File: src/rtl/ysyx_22040125_sequencer.sv
// Multi-cycle control sequencer: FETCH/DECODE/EXEC/MEM/WB/HALT with
// bus-timeout watchdog and a 64-bit retired-instruction counter.
module ysyx_22040125_sequencer (
  input  logic        clk,
  input  logic        rst,
  output logic        ifetch_req,
  input  logic        ifetch_ack,
  output logic        ir_wen,
  input  logic        dec_data_ren,
  input  logic        dec_data_wen,
  input  logic        dec_reg_wen,
  input  logic        dec_halt,
  output logic        mem_req,
  output logic        mem_we,
  input  logic        mem_ack,
  output logic        rf_wen,
  output logic        pc_wen,
  output logic        halted,
  output logic        err,
  output logic [63:0] instret,
  output logic [2:0]  state
);

  localparam logic [2:0] S_FETCH  = 3'd0;
  localparam logic [2:0] S_DECODE = 3'd1;
  localparam logic [2:0] S_EXEC   = 3'd2;
  localparam logic [2:0] S_MEM    = 3'd3;
  localparam logic [2:0] S_WB     = 3'd4;
  localparam logic [2:0] S_HALT   = 3'd5;

  logic [2:0]  state_q, state_d;
  logic [7:0]  wait_q, wait_d;
  logic        err_q, err_d;
  logic [63:0] instret_q, instret_d;

  logic in_fetch, in_mem, in_wb;
  logic wait_max, waiting, entering;

  assign in_fetch = (state_q == S_FETCH);
  assign in_mem   = (state_q == S_MEM);
  assign in_wb    = (state_q == S_WB);
  assign wait_max = (wait_q == 8'hFF);

  always_ff @(posedge clk) begin
    if (rst) begin
      state_q   <= S_FETCH;
      wait_q    <= 8'd0;
      err_q     <= 1'b0;
      instret_q <= 64'd0;
    end else begin
      state_q   <= state_d;
      wait_q    <= wait_d;
      err_q     <= err_d;
      instret_q <= instret_d;
    end
  end

  // An ack in the last allowed wait cycle still wins over the timeout.
  always_comb begin
    state_d = state_q;
    err_d   = err_q;
    case (state_q)
      S_FETCH: begin
        if (ifetch_ack) begin
          state_d = S_DECODE;
        end else if (wait_max) begin
          state_d = S_HALT;
          err_d   = 1'b1;
        end
      end
      S_DECODE: state_d = dec_halt ? S_HALT : S_EXEC;
      S_EXEC:
        state_d = (dec_data_ren | dec_data_wen) ? S_MEM : S_WB;
      S_MEM: begin
        if (mem_ack) begin
          state_d = S_WB;
        end else if (wait_max) begin
          state_d = S_HALT;
          err_d   = 1'b1;
        end
      end
      S_WB:   state_d = S_FETCH;
      S_HALT: state_d = S_HALT;
      default: begin
        state_d = S_HALT;
        err_d   = 1'b1;
      end
    endcase
  end

  assign waiting  = (in_fetch & ~ifetch_ack) | (in_mem & ~mem_ack);
  assign entering = (state_d != state_q) &
                    ((state_d == S_FETCH) | (state_d == S_MEM));

  always_comb begin
    wait_d = wait_q;
    if (entering) begin
      wait_d = 8'd0;
    end else if (waiting) begin
      wait_d = wait_q + 8'd1;
    end
  end

  assign instret_d = instret_q + {63'd0, in_wb};

  // Reset masks every output except the debug state.
  always_comb begin
    ifetch_req = 1'b0;
    ir_wen     = 1'b0;
    mem_req    = 1'b0;
    mem_we     = 1'b0;
    rf_wen     = 1'b0;
    pc_wen     = 1'b0;
    halted     = 1'b0;
    err        = 1'b0;
    instret    = 64'd0;
    state      = state_q;
    if (!rst) begin
      err     = err_q;
      instret = instret_q;
      unique case (1'b1)
        in_fetch: begin
          ifetch_req = 1'b1;
          ir_wen     = ifetch_ack;
        end
        in_mem: begin
          mem_req = 1'b1;
          mem_we  = dec_data_wen;
        end
        in_wb: begin
          pc_wen = 1'b1;
          rf_wen = dec_reg_wen & ~dec_data_wen;
        end
        (state_q == S_HALT): halted = 1'b1;
        default: ;
      endcase
    end
  end

endmodule

File: config.mk
export PLATFORM = sky130hd
export DESIGN_NAME = ysyx_22040125_sequencer
export DESIGN_NICKNAME = d
export VERILOG_FILES = /design/src/rtl/ysyx_22040125_sequencer.sv
export SDC_FILE = /design/constraint.sdc
export NUM_CORES = 1
export LEC_CHECK = 0
export CAP_MARGIN = 0
export CORE_UTILIZATION = 50
export DETAILED_ROUTE_END_ITERATION = 16
export GPL_ROUTABILITY_DRIVEN = 0
export PLACE_DENSITY_LB_ADDON = 0.25
export SLEW_MARGIN = 20
export SYNTH_ARGS = -nofsm -noshare
export SYNTH_HDL_FRONTEND = slang
export SYNTH_SLANG_ARGS = --single-unit
File: constraint.sdc
create_clock -name clk -period 3.65 [get_ports clk]
set_clock_uncertainty 0.2 [all_clocks]
set_input_delay 0.73 -clock clk [delete_from_list [all_inputs] [get_ports clk]]
set_output_delay 0.73 -clock clk [all_outputs]
set_load 0.03 [all_outputs]
==> impl_metrics.tcl, run 1 <==
set metrics [dict create \
    status "finished, final reports clean" \
    powerDensity_mw_per_mm2 349.1 \
    synth_edf_count 0 \
    grt_overflow_total 0 \
    yosys_warnings 0 \
    dp.cells 684 \
    ys.flop_type "dfxtp_1" \
    fin_cells 700 \
    clk_pin_slew_worst_paths_ps 80 \
    hp-class "flip-flop to flip-flop" \
    cp_max_fo 42 \
    drive_gt1_share_pct 8.908 \
    p_leak_uw 0.001927 \
    clk-insertion-delay-late_ps 340 \
    die_area_mm2 0.008945 \
    grt_usage_pct 22.73 \
    drtPass1Iterations 4 \
    worstPathRequired_ps 2720 \
    clock-sinks 76 \
    irDropWorstVdd_mv 0.1877 \
    cp.arrival_ps 2200 \
    detail-route-antenna-nets 0 \
    rows 33 \
    period_needed_ps 3133 \
    nets 601 \
    postCtsHoldBufs 0 \
    critPathKind "input pin to output pin" \
    syn-num-nets 533 \
    critPathCaptureType "output pin" \
    async_reset_ff_share_pct 0 \
    final_util_pct 65.27 \
    slew_headroom_pct 57.78 \
    yosysSeqAreaShare_pct 35.50 \
    grt_pass1_vias 3555 \
    grt_max_degree 50 \
    start_util_pct 51.89 \
    netlist-cell-type-count 54 \
    grt_pass1_wl_um 16350 \
    first_iter_violations 172 \
    synth_area_mm2 0.004285 \
    drc 0 \
    ys_ff_latch 76 \
    critPathLaunchType "input pin" \
    fp.dieW_um 94.58 \
    hold_viol 0 \
    worst_pin_slew_ps 632.2 \
    maxCapViolations 0 \
    avgViaCountPerCell 5.710 \
    die_h_um 94.58 \
    cts-root-buf "clkbuf_8" \
    io_pins 83 \
    fillerInstances 723 \
    dpl.hpwl_um 7062 \
    core_mm2 0.008258 \
    diodes 0 \
    area.growth.synth_to_final_pct 25.78 \
    totalWireLength_um 10020 \
    finalCritPeriodShare_pct 85.85 \
    h-tree-depth 3 \
    slew_viol_final 0 \
    final_cell_mix "clkdlybuf4s50_1, dfxtp_1, nor2b_1, nor2_1, a21oi_1" \
    cts_tree "done" \
    power_uw 1882 \
    cts_buffer_depth 2 \
    setup_viol 0 \
    num_vias 3997 \
    totalNegativeSetupSlack_ps 0 \
    final_common_cell "clkdlybuf4s50_1" \
    post_cts_resized 0 \
    io_buffer_count 82 \
    cts_setup_buffers 0 \
    max_freq_mhz 319.1 \
    wl_per_cell_um 14.31 \
    syn_area_per_cell_um2 8.210 \
    cts_buffers 9 \
    antenna_found_initial 0 \
    rsz0062_at_grt "no" \
    synth_cells 522 \
]
==> registers in the layout, summed over array words and instances, names as in the netlist <==
register	flops
instret_q	64
wait_q	8
state	3
err_q	1
==> path summary, 6_finish.rpt <==
check	cells past startpoint	to	from	slack (ps)
worst max-delay path	4	instret[3]	rst	520
worst min-delay path	2	instret_q[63]	instret_q[63]	300
worst max register to register	10	instret_q[47]	state[1]	640
worst min register to register	2	instret_q[63]	instret_q[63]	300
==> metrics by stage <==
step | setup slack, ps | area [µm²] | hold WS (ps)
after CTS | 531.6 | 5390 | 297.0
after detailed placement | 535.3 | 5144 | 283.0
after global placement | 557.8 | 5144 | 277.0
final | 516.6 | 5390 | 302.9
after global routing | 373.6 | 5390 | 332.6
after floorplan | 237.0 | 4285 | 247.3
==> where the power goes <==
part	leakage [µW]	switching (µW)	total (µW)	internal (µW)
sequential	0.000613	30.7	875	844
clock	0.000116	327	784	458
combinational	0.00120	131	223	91.5
total	0.00193	489	1880	1390
==> metal layers <==
metal	track usage, %	wire [µm]	vias to the layer above
met5	0	0	-
met3	3.462	486	7
li1	-	-	1984
met4	6.818	72	0
met1	28.84	4510	1904
met2	39.61	4945	102
==> area by class of cell <==
class | instances | area, µm² | area share [%]
Multi-Input combinational cell | 408 | 2589 | 48.03
Clock buffer | 9 | 123.9 | 2.298
Timing Repair Buffer | 88 | 875.8 | 16.25
Tap cell | 105 | 131.4 | 2.437
Clock inverter | 7 | 122.6 | 2.275
Inverter | 7 | 26.28 | 0.4875
Sequential cell | 76 | 1521 | 28.23
==> synth_stat cells (2+ instances only) <==
| cell type | instances | area share [%] |
|---|---|---|
| nand2_1 | 31 | 2.7 |
| buf_4 | 3 | 0.53 |
| buf_1 | 3 | 0.26 |
| a211oi_1 | 2 | 0.35 |
| nand4_4 | 2 | 0.99 |
| or3_1 | 9 | 1.3 |
| buf_2 | 5 | 0.58 |
| a31oi_1 | 2 | 0.29 |
| or4_1 | 10 | 1.8 |
| a21oi_1 | 33 | 3.9 |
| nor2b_1 | 64 | 9.3 |
| nor3_1 | 13 | 1.5 |
| xnor2_1 | 11 | 2.2 |
| and2_1 | 4 | 0.58 |
| o21ai_0 | 18 | 2.1 |
| nand3_1 | 27 | 3.2 |
| nand2b_1 | 4 | 0.58 |
| nor2_1 | 53 | 4.6 |
| nor4_1 | 6 | 0.88 |
| and3_1 | 19 | 2.8 |
| nor4_4 | 2 | 0.99 |
| nand4b_1 | 3 | 0.61 |
| and4_1 | 8 | 1.6 |
| ha_1 | 3 | 0.88 |
| clkbuf_1 | 18 | 1.6 |
| inv_1 | 7 | 0.61 |
| buf_6 | 2 | 0.53 |
| o31ai_1 | 6 | 1.1 |
| nand4_1 | 21 | 3.1 |
| dfxtp_1 | 76 | 36 |
| xor2_1 | 21 | 4.3 |
| mux2_2 | 14 | 3.7 |
==> critical path: stages <==
cell and delay (ps):
buf_4 370, buf_4 370, nor2b_1 110, clkdlybuf4s50_1 610
==> cell families (layout without fill, tap and decap cells) <==
logic type	count (synthesis)	count (layout)	synth area share, %
fa+ha+maj	3	3	0.8760
mux	15	15	3.912
flops	76	76	35.50
buf+inv	38	111	4.087
compound gates	70	70	9.664
xor+xnor	32	32	6.540
simple gates	288	288	39.42
Power figures use the tool's default switching activity.
==> run 2, diff against run 1 <==
CAP_MARGIN = default   (was 0)
GPL_TIMING_DRIVEN = 0   (was default)
==> run 2 against run 1 <==
Compared with the run above:
- via count up 3.5%
- worst setup slack worse by 430 ps
- die area unchanged
- final cell count up 3.3%
- sequential share of layout area down 0.17 points
- critical path type unchanged
- largest cell class unchanged
==> impl_metrics.tcl, run 2 (same netlist as run 1, synthesis figures left out) <==
set metrics [dict create \
    cts_buffer_depth 2 \
    largest_register "instret_q" \
    r2r-end "instret_q[47]" \
    critPathLaunchType "input pin" \
    power_uw 1672 \
    cts_buffers 9 \
    fp.dieW_um 94.58 \
    drc 0 \
    cp.arrival_ps 2630 \
    io_buffer_count 82 \
    irDropWorstVdd_mv 0.2483 \
    num_vias 4136 \
    rsz0062_at_grt "no" \
    min_from "instret_q[63]" \
    worstPathRequired_ps 2720 \
    avgViaCountPerCell 5.721 \
    clk-insertion-delay-late_ps 350 \
    cts_setup_buffers 0 \
    routed-wl-met2_um 5482 \
    dr_wl_met3_um 696 \
    grt_overflow_total 0 \
    wl_per_cell_um 15.61 \
    area.growth.synth_to_final_pct 26.54 \
    grt_pass1_wl_um 18220 \
    totalWireLength_um 11280 \
    powerDensity_mw_per_mm2 308.3 \
    worstReg2RegStart "state[2]" \
    maxCapViolations 0 \
    start_util_pct 51.89 \
    largest_reg_flops 64 \
    cp_max_fo 10 \
    hold_depth 2 \
    slew_headroom_pct 55.92 \
    cts-root-buf "clkbuf_8" \
    clk_pin_slew_worst_paths_ps 70 \
    die_h_um 94.58 \
    stdcell_area_mm2 0.005423 \
    h-tree-depth 3 \
    dp.cells 709 \
    die_area_mm2 0.008945 \
    final_common_cell "dfxtp_1" \
    setup_viol 0 \
    rows 33 \
    slew_viol_final 0 \
    io_pins 83 \
    fin_cells 723 \
    ff2ff_path_depth 11 \
    final_cell_mix "dfxtp_1, clkdlybuf4s50_1, nor2b_1, nor2_1, a21oi_1" \
    drive_gt1_share_pct 10.36 \
    cp_cell_sequence "clkdlybuf4s50_1 -> clkbuf_2 -> clkbuf_2 -> nor2b_1 -> clkdlybuf4s50_1" \
    antenna_found_initial 0 \
    nets 626 \
    grt_usage_pct 25.92 \
    drtPass1Iterations 5 \
    hp-class "flip-flop to flip-flop" \
    whs_endpoint "instret_q[63]" \
    p_leak_uw 0.002045 \
    final_util_pct 65.67 \
    clock-sinks 76 \
    postCtsHoldBufs 0 \
    route.layer.met1.wl_um 4915 \
    period_needed_ps 3560 \
    detail-route-antenna-nets 0 \
    grt_pass1_vias 3919 \
    core_mm2 0.008258 \
    status "finished, final reports clean" \
    critPathCaptureType "output pin" \
    dpl.hpwl_um 8309 \
    first_iter_violations 142 \
    critPathSlowestCell "clkdlybuf4s50_1" \
    hold_viol 0 \
    max_freq_mhz 280.9 \
    rrSetupSlack_ps 280 \
    cts_tree "done" \
    critPathMaxStageDelay_ps 690 \
    critPathKind "input pin to output pin" \
    worst_pin_slew_ps 659.9 \
    top_layer_used "met4" \
    diodes 0 \
    grt_max_degree 13 \
    postPlaceCellArea_mm2 0.005238 \
    finalCritPeriodShare_pct 97.55 \
]
## run 2: critical path, delay by kind of cell
kind,cells,cell delay [ps]
buffers and inverters,4,1700
AND/OR/NAND/NOR,1,200
## run 2: power by group
part | switching, µW | internal, µW
sequential | 15.3 | 844
clock | 306 | 256
combinational | 158 | 91.7
total | 479 | 1190
## run 2: per-stage QoR
| stage | setup TNS [ps] | setup WS [ps] | hold slack, ps |
|---|---|---|---|
| after global placement | -11450 | -751.0 | 259.6 |
| after detailed placement | -12610 | -766.2 | 271.1 |
| after CTS | 0 | 32.59 | 284.1 |
| after floorplan | 0 | 237.0 | 247.3 |
| after global routing | 0 | 3.499 | 307.8 |
| final | 0 | 89.56 | 290.0 |
## run 2: metal layers
metal / up-vias / GRT usage (%)
met2: 143 / 46.50
met4: 0 / 8.712
li1: 2029 / -
met3: 20 / 5.072
met1: 1944 / 30.78
met5: - / 0
## run 2: worst max path at each step
stage,to,from,cells after the start
floorplan,ir_wen,rst,4
global placement,instret[28],rst,6
detailed placement,instret[28],rst,6
CTS,instret[43],rst,5
global route,ir_wen,rst,6
finish,instret[33],rst,5
## run 2: cell type report
| class | count | area (µm²) |
|---|---|---|
| fillers | 706 | 2835 |
| multi-input cells | 408 | 2595 |
| flip-flops and latches | 76 | 1521 |
| repair buffers | 82 | 818.3 |
| plain buffers | 31 | 165.2 |
| clock buffers | 10 | 137.6 |
| well taps | 105 | 131.4 |
| clock inverters | 4 | 27.53 |
| inverters | 7 | 26.28 |
## run 2: timing repair
| item | CTS | global route |
|---|---|---|
| hold endpoints to repair | 0 | 0 |
| endpoints found under the setup margin | 54 | 24 |
| cloned | 0 | 0 |
| gates resized for setup | 17 | 9 |
==> run 3, diff against run 2 <==
PLACE_DENSITY = 0.77   (was default)
PLACE_DENSITY_LB_ADDON = default   (was 0.25)
==> run 3 against run 2 <==
Compared with the run above:
- clock power grew 43%
- sequential share of layout area shrank 0.42 points
- flip-flop and latch count is the same
- final cell count grew 0.28%
- register-to-register slack gained 80 ps
- global-route usage grew 0.58 points
- critical path depth is the same
- critical endpoint is now err
- fmax grew 0.52%
- utilization grew 1.0 points
- largest cell class unchanged
- die area is the same
==> impl_metrics.tcl, run 3 (same netlist as run 1, synthesis figures left out) <==
set metrics [dict create \
    totalWireLength_um 11340 \
    finalCritPeriodShare_pct 97.04 \
    final_cell_mix "dfxtp_1, clkdlybuf4s50_1, nor2b_1, nor2_1, a21oi_1" \
    num_vias 4189 \
    cts_setup_buffers 0 \
    p_leak_uw 0.002101 \
    hold_ws_ps 295.7 \
    clock-sinks 76 \
    largest_reg_flops 64 \
    drtPass1Iterations 5 \
    switchingPower_uw 488.0 \
    slew_viol_final 0 \
    route.layer.met1.wl_um 4896 \
    clk-insertion-delay-late_ps 350 \
    nets 626 \
    start_util_pct 51.89 \
    final_common_cell "dfxtp_1" \
    io_pins 83 \
    detail-route-antenna-nets 0 \
    place_ws_ps -799.5 \
    die_area_mm2 0.008945 \
    p_seq_share_pct 44.9 \
    fp.dieW_um 94.58 \
    avgViaCountPerCell 5.778 \
    h-tree-depth 3 \
    worstPathRequired_ps 2720 \
    cp.arrival_ps 2610 \
    largest_register "instret_q" \
    rows 33 \
    grt_usage_pct 26.51 \
    die_h_um 94.58 \
    cp_max_fo 10 \
    stdcell_area_mm2 0.005505 \
    grt_overflow_total 0 \
    dpl.hpwl_um 8069 \
    grt_pass1_wl_um 18690 \
    final_util_pct 66.67 \
    grt_pass1_vias 3938 \
    path_delay_family "buffers and inverters" \
    wl_per_cell_um 15.64 \
    critPathMaxStageDelay_ps 700 \
    rsz0062_at_grt "no" \
    cts_buffer_depth 2 \
    critPathKind "input pin to output pin" \
    cts_buffers 9 \
    worst_pin_slew_ps 680.7 \
    irDropWorstVdd_mv 0.1984 \
    routed-wl-met2_um 5535 \
    top_layer_used "met4" \
    critPathSlowestCell "clkdlybuf4s50_1" \
    critPathMostFrequentCell "clkdlybuf4s50_1" \
    clkPwrFrac_pct 42.2 \
    dr_wl_met3_um 648 \
    clk_pin_slew_worst_paths_ps 80 \
    critPathCaptureType "output pin" \
    powerDensity_mw_per_mm2 347.7 \
    io_buffer_count 82 \
    netSwitchingFraction_pct 25.49 \
    period_needed_ps 3542 \
    drc 0 \
    grt_max_degree 13 \
    internal_power_uw 1426 \
    diodes 0 \
    max_freq_mhz 282.3 \
    maxCapViolations 0 \
    first_iter_violations 191 \
    antenna_found_initial 0 \
    combPwrFrac_pct 12.9 \
    drive_gt1_share_pct 10.48 \
    cp_cell_sequence "clkdlybuf4s50_1 -> clkbuf_4 -> clkbuf_2 -> nor2b_1 -> clkdlybuf4s50_1" \
    area.growth.synth_to_final_pct 28.47 \
    finalWorstSetupSlack_ps 108.0 \
    cts-root-buf "clkbuf_8" \
    postCtsHoldBufs 0 \
    hold_viol 0 \
    critPathBufInv 4 \
    core_mm2 0.008258 \
    critPathLaunchType "input pin" \
    status "finished, final reports clean" \
    power_uw 1914 \
    slew_headroom_pct 54.54 \
    cts_tree "done" \
    postPlaceCellArea_mm2 0.005238 \
    setup_viol 0 \
    hp-class "flip-flop to flip-flop" \
]
run 3: changes by cell type in the layout (fill, tap and decap cells not counted):
cell and delta:
nor3_2 +1, clkbuf_1 +1, clkinvlp_4 -3, nor4_2 -1, clkdlybuf4s50_1 -1, nor3_1 -1
nor4_1 +1, dlygate4sd2_1 +1, clkbuf_8 +1, bufinv_16 +3
run 3: worst reg2reg max path, stage by stage, from the launching register on:
cell	delay, ps
dfxtp_1	470
clkbuf_1	380
nand2_1	180
nor2_1	130
ha_1	230
and3_1	230
and3_1	160
buf_4	160
nand4_1	160
buf_2	230
nor4_1	290
mux2_2	370
run 3: through the flow:
stage	setup TNS, ps	instances
final	0	725
after global routing	0	725
after CTS	0	725
after detailed placement	-14020	709
after floorplan	0	522
after global placement	-13350	709
run 3: cell type report:
cell class / instances / area (µm²)
inverters: 7 / 26.28
fillers: 719 / 2753
clock buffers: 12 / 155.1
clock inverters: 4 / 95.09
flip-flops and latches: 76 / 1521
multi-input cells: 408 / 2594
repair buffers: 82 / 817.0
plain buffers: 31 / 165.2
well taps: 105 / 131.4
run 3: path summary, 6_finish.rpt:
| kind | start | to | slack (ps) | cells past startpoint |
|---|---|---|---|---|
| setup / recovery | rst | err | 110 | 5 |
| hold reg to reg | instret_q[63] | instret_q[63] | 300 | 2 |
| setup reg to reg | state[2] | instret_q[47] | 360 | 11 |
| hold / removal | instret_q[63] | instret_q[63] | 300 | 2 |
run 3: repair_timing:
action | in CTS | in global routing
endpoints found under the hold margin | 0 | 0
gates resized for setup | 17 | 10
pin swaps | 0 | 0
setup endpoints to repair | 55 | 26
run 3: per-layer routing:
metal | track usage [%] | up-vias
met5 | 0 | -
met4 | 10.98 | 0
met3 | 4.670 | 23
met2 | 45.83 | 133
met1 | 32.39 | 1991
li1 | - | 2042
run 3: power groups by stage:
stage	Combinational, µW	Sequential (µW)	Clock (µW)
2_1_floorplan	157	888	0
3_3_place_gp	239	878	0
3_5_place_dp	246	880	0
4_1_cts	246	860	816
5_1_grt	271	863	850
6_report	247	860	807
